**src/rtl/mips_pkg.sv**
```systemverilog
// Shared definitions for the MIPS data-memory stage.
// Provides the stage state encoding and the default ack timeout.
// Ports: none (package).
package mips_pkg;

   typedef enum logic [0:0] {
      IDLE   = 1'b0,
      ACCESS = 1'b1
   } state_e;

   localparam int DEF_TIMEOUT = 16;

endpackage : mips_pkg

```
**src/rtl/mem_access_stage_if.sv**
```systemverilog
// Request/ack bus between the memory stage and the data memory.
// Request fields are held stable from issue until ack or abort; rdata is valid only with ack.
// Ports: master = stage side (drives request), slave = memory side (drives ack/rdata).
interface mem_access_stage_if;

   logic        mem_req;
   logic        mem_we;
   logic [31:0] mem_addr;
   logic [31:0] mem_wdata;
   logic        mem_ack;
   logic [31:0] mem_rdata;

   modport master (
      output mem_req,
      output mem_we,
      output mem_addr,
      output mem_wdata,
      input  mem_ack,
      input  mem_rdata
   );

   modport slave (
      input  mem_req,
      input  mem_we,
      input  mem_addr,
      input  mem_wdata,
      output mem_ack,
      output mem_rdata
   );

endinterface : mem_access_stage_if

```
**src/rtl/mem_timeout_counter.sv**
```systemverilog
// Counts cycles spent waiting for a memory ack; expire flags the last allowed cycle.
// Latency: expire is combinational from the count; count updates on the next edge.
// Ports: clk/rst, clear (sync zero), enable (increment), expire (count == TIMEOUT-1).
module mem_timeout_counter
   import mips_pkg::*;
#(
   parameter int TIMEOUT = DEF_TIMEOUT,
   parameter int CNT_W   = 5
) (
   input  logic clk,
   input  logic rst,
   input  logic clear,
   input  logic enable,
   output logic expire
);

   localparam logic [CNT_W-1:0] LAST = CNT_W'(TIMEOUT - 1);

   logic [CNT_W-1:0] cnt;

   always_ff @(posedge clk) begin
      if (rst || clear) begin
         cnt <= '0;
      end else if (enable) begin
         cnt <= cnt + 1'b1;
      end
   end

   assign expire = (cnt == LAST);

endmodule : mem_timeout_counter

```
**src/rtl/mem_access_stage.sv**
```systemverilog
// MIPS MEM stage: runs a req/ack data-memory transaction for loads/stores and registers results for MEM/WB.
// Latency: 1 cycle for ALU ops, bubbles and misaligned accesses; >=2 cycles for memory ops (accept + ack).
// Backpressure: stall is raised combinationally while a transaction is outstanding and drops in the ack cycle.
// Ports: EX/MEM inputs (in_*, mem_read/mem_write), stall, memory bus (interface), MEM/WB outputs (out_*), error pulses.
module mem_access_stage
   import mips_pkg::*;
#(
   parameter int TIMEOUT = DEF_TIMEOUT,
   parameter int CNT_W   = 5
) (
   input  logic                       clk,
   input  logic                       rst,
   input  logic                       in_valid,
   input  logic                       mem_read,
   input  logic                       mem_write,
   input  logic [31:0]                in_address,
   input  logic [31:0]                in_write_data,
   input  logic [31:0]                in_write_back,
   input  logic                       in_wb,
   output logic                       stall,
   mem_access_stage_if.master         bus,
   output logic                       out_valid,
   output logic [31:0]                out_read_data,
   output logic [31:0]                out_address,
   output logic [31:0]                out_write_back,
   output logic                       out_wb,
   output logic                       align_err,
   output logic                       bus_err
);

   localparam logic [0:0] S_IDLE   = IDLE;
   localparam logic [0:0] S_ACCESS = ACCESS;

   logic [0:0]  state;
   logic [31:0] lat_write_back;
   logic        lat_wb;
   logic        is_mem;
   logic        aligned;
   logic        expire;

   assign is_mem  = in_valid & (mem_read | mem_write);
   assign aligned = (in_address[1:0] == 2'b00);

   // In ACCESS the upstream is released in the ack cycle so it can advance on the same edge we retire.
   always_comb begin
      stall = 1'b0;
      if (state == S_IDLE) begin
         stall = is_mem & aligned;
      end else begin
         stall = ~bus.mem_ack;
      end
   end

   mem_timeout_counter #(
      .TIMEOUT (TIMEOUT),
      .CNT_W   (CNT_W)
   ) u_timeout (
      .clk    (clk),
      .rst    (rst),
      .clear  (state == S_IDLE),
      .enable ((state == S_ACCESS) & ~bus.mem_ack),
      .expire (expire)
   );

   always_ff @(posedge clk) begin
      if (rst) begin
         state          <= S_IDLE;
         bus.mem_req    <= 1'b0;
         bus.mem_we     <= 1'b0;
         bus.mem_addr   <= '0;
         bus.mem_wdata  <= '0;
         lat_write_back <= '0;
         lat_wb         <= 1'b0;
         out_valid      <= 1'b0;
         out_read_data  <= '0;
         out_address    <= '0;
         out_write_back <= '0;
         out_wb         <= 1'b0;
         align_err      <= 1'b0;
         bus_err        <= 1'b0;
      end else begin
         align_err <= 1'b0;
         bus_err   <= 1'b0;
         case (state)
            S_IDLE: begin
               // A stray ack here (late after timeout, or after reset) is deliberately ignored.
               if (!in_valid) begin
                  out_valid <= 1'b0;
                  out_wb    <= 1'b0;
               end else if (!is_mem) begin
                  out_valid      <= 1'b1;
                  out_read_data  <= '0;
                  out_address    <= in_address;
                  out_write_back <= in_write_back;
                  out_wb         <= in_wb;
               end else if (!aligned) begin
                  out_valid      <= 1'b1;
                  out_read_data  <= '0;
                  out_address    <= in_address;
                  out_write_back <= in_write_back;
                  out_wb         <= 1'b0;
                  align_err      <= 1'b1;
               end else begin
                  bus.mem_req    <= 1'b1;
                  // Read and write together behaves as a load.
                  bus.mem_we     <= mem_write & ~mem_read;
                  bus.mem_addr   <= in_address;
                  bus.mem_wdata  <= in_write_data;
                  lat_write_back <= in_write_back;
                  lat_wb         <= in_wb;
                  out_valid      <= 1'b0;
                  out_wb         <= 1'b0;
                  state          <= S_ACCESS;
               end
            end
            S_ACCESS: begin
               if (bus.mem_ack) begin
                  bus.mem_req    <= 1'b0;
                  bus.mem_we     <= 1'b0;
                  out_valid      <= 1'b1;
                  out_read_data  <= bus.mem_we ? 32'h0 : bus.mem_rdata;
                  out_address    <= bus.mem_addr;
                  out_write_back <= lat_write_back;
                  out_wb         <= lat_wb;
                  state          <= S_IDLE;
               end else if (expire) begin
                  bus.mem_req    <= 1'b0;
                  bus.mem_we     <= 1'b0;
                  out_valid      <= 1'b1;
                  out_read_data  <= '0;
                  out_address    <= bus.mem_addr;
                  out_write_back <= lat_write_back;
                  out_wb         <= 1'b0;
                  bus_err        <= 1'b1;
                  state          <= S_IDLE;
               end
            end
            default: state <= S_IDLE;
         endcase
      end
   end

endmodule : mem_access_stage

```
**src/flat_wrapper.sv**
```systemverilog
// flat-port wrapper written by rule: the top's interface ports become plain ports
module mem_access_stage_flat import mips_pkg::*;
#(
   parameter int TIMEOUT = DEF_TIMEOUT,
   parameter int CNT_W   = 5
)
  (clk, rst, in_valid, mem_read, mem_write, in_address, in_write_data, in_write_back, in_wb, stall, out_valid, out_read_data, out_address, out_write_back, out_wb, align_err, bus_err, bus_mem_req, bus_mem_we, bus_mem_addr, bus_mem_wdata, bus_mem_ack, bus_mem_rdata);
  mem_access_stage_if bus_i ();
  input  logic clk;
  input  logic rst;
  input  logic in_valid;
  input  logic mem_read;
  input  logic mem_write;
  input  logic [31:0] in_address;
  input  logic [31:0] in_write_data;
  input  logic [31:0] in_write_back;
  input  logic in_wb;
  output logic stall;
  output logic out_valid;
  output logic [31:0] out_read_data;
  output logic [31:0] out_address;
  output logic [31:0] out_write_back;
  output logic out_wb;
  output logic align_err;
  output logic bus_err;
  output wire logic [$bits(bus_i.mem_req)-1:0] bus_mem_req;
  output wire logic [$bits(bus_i.mem_we)-1:0] bus_mem_we;
  output wire logic [$bits(bus_i.mem_addr)-1:0] bus_mem_addr;
  output wire logic [$bits(bus_i.mem_wdata)-1:0] bus_mem_wdata;
  input wire logic [$bits(bus_i.mem_ack)-1:0] bus_mem_ack;
  input wire logic [$bits(bus_i.mem_rdata)-1:0] bus_mem_rdata;
  assign bus_mem_req = bus_i.mem_req;
  assign bus_mem_we = bus_i.mem_we;
  assign bus_mem_addr = bus_i.mem_addr;
  assign bus_mem_wdata = bus_i.mem_wdata;
  assign bus_i.mem_ack = bus_mem_ack;
  assign bus_i.mem_rdata = bus_mem_rdata;
  mem_access_stage #(.TIMEOUT(TIMEOUT), .CNT_W(CNT_W)) u_core (.clk(clk), .rst(rst), .in_valid(in_valid), .mem_read(mem_read), .mem_write(mem_write), .in_address(in_address), .in_write_data(in_write_data), .in_write_back(in_write_back), .in_wb(in_wb), .stall(stall), .bus(bus_i), .out_valid(out_valid), .out_read_data(out_read_data), .out_address(out_address), .out_write_back(out_write_back), .out_wb(out_wb), .align_err(align_err), .bus_err(bus_err));
endmodule
```
**config.mk**
```make
export PLATFORM = sky130hd
export DESIGN_NAME = mem_access_stage_flat
export DESIGN_NICKNAME = d
export VERILOG_FILES = /design/src/rtl/mips_pkg.sv /design/src/rtl/mem_access_stage_if.sv /design/src/rtl/mem_timeout_counter.sv /design/src/rtl/mem_access_stage.sv /design/src/flat_wrapper.sv
export SDC_FILE = /design/constraint.sdc
export NUM_CORES = 1
export LEC_CHECK = 0
export ABC_AREA = 0
export CAP_MARGIN = 20
export CORE_MARGIN = 3
export CORE_UTILIZATION = 47
export CTS_BUF_LIST = sky130_fd_sc_hd__clkbuf_16
export DETAILED_ROUTE_END_ITERATION = 12
export GPL_TIMING_DRIVEN = 0
export PLACE_DENSITY = 0.91
export SLEW_MARGIN = 20
export SYNTH_ARGS = -nofsm -noshare
export SYNTH_HDL_FRONTEND = slang
export SYNTH_SLANG_ARGS = --single-unit
```
**constraint.sdc**
```tcl
create_clock -name clk -period 5.1 [get_ports clk]
set_clock_uncertainty 0.1 [all_clocks]
set_input_delay 0.765 -clock clk [delete_from_list [all_inputs] [get_ports clk]]
set_output_delay 0.765 -clock clk [all_outputs]
set_load 0.02 [all_outputs]
```
==> results.json <==
{
  "max_freq_mhz": 257.3,
  "drt_pass1_iterations": 5,
  "crit_buf_inv": 4,
  "synth_top_flop_cell": "dfxtp_1",
  "wl_mm": 27.50,
  "cts_htree_levels": 1,
  "n_antenna_cell": 0,
  "finalSetupViolCount": 0,
  "cpPeakStageDelay_ns": 0.59,
  "grt_pass1_vias": 7911,
  "cpMaxStageDelayCell": "clkdlybuf4s50_1",
  "syn-num-nets": 986,
  "slew_violations": 0,
  "finalCriticalPeriod_ns": 3.886,
  "drc": 0,
  "maxCapViolCount": 0,
  "design_area_mm2": 0.01183,
  "grt_use_met1_pct": 33.76,
  "cts_resized": 0,
  "period_share_pct": 76.20,
  "cp.required_ns": 4.24,
  "path_cells": "clkdlybuf4s50_1, nor2_1, nand3b_1, buf_2, buf_2, o21ai_0, clkdlybuf4s50_1",
  "synth_top_area_cell": "dfxtp_1",
  "p_leak_nw": 4.384,
  "cts_buffers": 22,
  "tightest_slew_ns": 0.7051,
  "grt_overflow": 0,
  "gp_congestion": 0.8309,
  "async_reset_ff_share_pct": 0,
  "synth_area_per_cell_um2": 9.292,
  "yosysSeqAreaShare_pct": 52.02,
  "vias": 7893,
  "root_buffer": "clkbuf_16",
  "final_net_count": 1311,
  "core_area_mm2": 0.01617,
  "rsz0062_at_grt": "no",
  "initial_core_util_pct": 48.78,
  "end_kind": "output port",
  "synth_warnings": 0,
  "hpwl_mm": 19.74,
  "hold_violations": 0,
  "antenna_found_initial": 0,
  "via_per_inst": 5.626,
  "p_per_area_mw_per_mm2": 321.1,
  "clk_latency_ns": 0.50,
  "clock_path_buffers": 3,
  "yosysUniqueCellTypes": 33,
  "postCtsSetupBuffers": 0,
  "use_met2_pct": 48.51,
  "drt-initial-drc-count": 517,
  "use_met3_pct": 7.801,
  "dieArea_mm2": 0.01838,
  "cp_max_fo": 10,
  "cts.sink_count": 205,
  "grt_pass1_wl_mm": 42.03,
  "synth.top_cell.area_share_pct": 52.02,
  "clk_pin_slew_ns": 0.06,
  "peakVddDrop_mv": 0.2011,
  "die_x_um": 135.6,
  "synthTopCellsByArea": "dfxtp_1, nand2_1, mux2i_1, o311a_1, a21oi_1",
  "ctsHoldBuffers": 0,
  "busiest_layer": "met2",
  "outcome": "completed",
  "dp_cells": 1366,
  "syn_inst": 849,
  "power.total_mw": 3.800,
  "place_area_mm2": 0.01117,
  "wl_per_cell_um": 19.60,
  "synthToLayoutAreaGrowth_pct": 50.01,
  "cp-start-kind": "primary input",
  "crit_family": "buffers and inverters",
  "crit_type": "in2out",
  "min_path_type": "reg2reg",
  "synth-edff-count": 0,
  "grt_max_degree": 14,
  "synth_area_mm2": 0.007889,
  "cts_tree": "yes",
  "grtUsageTotal_pct": 28.46,
  "synth_seq_cells": 205,
  "port_buffers": 301,
  "relSlewSlack_pct": 52.99,
  "dieHeight_um": 135.6,
  "finalSetupTns_ns": 0,
  "layout.cells.non_filler": 1403,
  "drive_above_1_share_pct": 6.655,
  "fin_util_pct": 73.17,
  "rows": 46,
  "boundaryPins": 302,
  "ant_nets": 0,
  "cp.arrival_ns": 3.02
}
cell usage after synthesis (all sizes together) (3+ instances only):
master	n
a21oi	100
a22o	32
and3	3
buf	40
clkbuf	42
dfxtp	205
inv	3
mux2i	65
nand2	194
nor2	11
o21ai	67
o311a	64
flip-flops by register name (all words and copies together), names as in the netlist:
| name | count |
|---|---|
| u_core.align_err | 1 |
| u_core.out_wb | 1 |
| u_core.out_write_back | 32 |
| u_core.bus.mem_we | 1 |
| u_core.bus.mem_wdata | 32 |
| u_core.out_valid | 1 |
| u_core.state | 1 |
| u_core.lat_wb | 1 |
| u_core.bus_err | 1 |
| u_core.bus.mem_addr | 32 |
| u_core.u_timeout.cnt | 5 |
| u_core.out_address | 32 |
| u_core.out_read_data | 32 |
| u_core.bus.mem_req | 1 |
| u_core.lat_write_back | 32 |
worst register-to-register path, stage by stage, from the launching register on:
cell and delay (ns):
dfxtp_1 0.37, ha_1 0.17, and3_1 0.16, ha_1 0.26, nor2_1 0.06, nor2_1 0.26, buf_2 0.35, clkbuf_1 0.42
o21ai_0 0.27, o311a_1 0.20
per-layer routing:
| layer | vias up | wire [um] |
|---|---|---|
| met5 | - | 0 |
| met3 | 74 | 2448 |
| li1 | 3673 | - |
| met4 | 0 | 1057 |
| met1 | 3779 | 10750 |
| met2 | 367 | 13230 |
layout make-up:
class                           count  area (um2)
Inverter                            3       11.26
Buffer                             82       380.4
Fill cell                        1175        4339
Clock buffer                       23       575.6
Sequential cell                   205        4104
Clock inverter                     14       86.33
Timing Repair Buffer              301        3013
Multi-Input combinational cell    559        3393
Tap cell                          216       270.3
layout by cell type (no fill, tap or decap), types with 3 or more instances in the layout:
cell type and n:
dfxtp_1 205, a21oi_1 100, nor2_1 11, clkinv_2 6, a22o_1 32, o311a_1 64
clkbuf_1 38, buf_4 7, clkinv_1 3, and3_1 3, buf_2 33, mux2i_1 65
clkbuf_16 23, clkdlybuf4s50_1 301, nand2_1 194, o21ai_0 67, inv_1 5, clkbuf_2 4
metrics by stage:
step / hold WS, ns / setup WS (ns)
after detailed placement: 0.3463 / 1.238
final: 0.3510 / 1.214
after global placement: 0.3407 / 1.243
after CTS: 0.3543 / 1.231
after floorplan: 0.3360 / 2.441
after global routing: 0.3654 / 1.120
worst paths after layout:
kind | slack, ns | cells after the start | end | startpoint
worst max-delay path | 1.21 | 7 | stall | mem_write
worst min-delay path | 0.35 | 2 | u_core.bus.mem_wdata[30]$_SDFFE_PP0P_ | u_core.bus.mem_wdata[30]$_SDFFE_PP0P_
worst max register to register | 2.37 | 9 | u_core.out_address[2]$_SDFFE_PP0P_ | u_core.u_timeout.cnt[0]$_SDFFE_PP0P_
worst min register to register | 0.35 | 2 | u_core.bus.mem_wdata[30]$_SDFFE_PP0P_ | u_core.bus.mem_wdata[30]$_SDFFE_PP0P_
report_power, final:
group,internal [mW],switching [mW]
sequential,1.68,0.0458
clock,0.859,0.639
combinational,0.290,0.291
cells by family (layout without fill, tap and decap cells):
family                   after synthesis  after routing  synth area share, %
AO/OA/AOI/OAI                        265            265                22.47
AND/OR/NAND/NOR                      224            224                11.64
flip-flops                           205            205                52.02
buffers and inverters                 85            423                4.964
multiplexers                          65             65                8.247
XOR/XNOR                               3              3               0.3331
adder cells (fa/ha/maj)                2              2               0.3172
(Power assumes the default switching activity.)
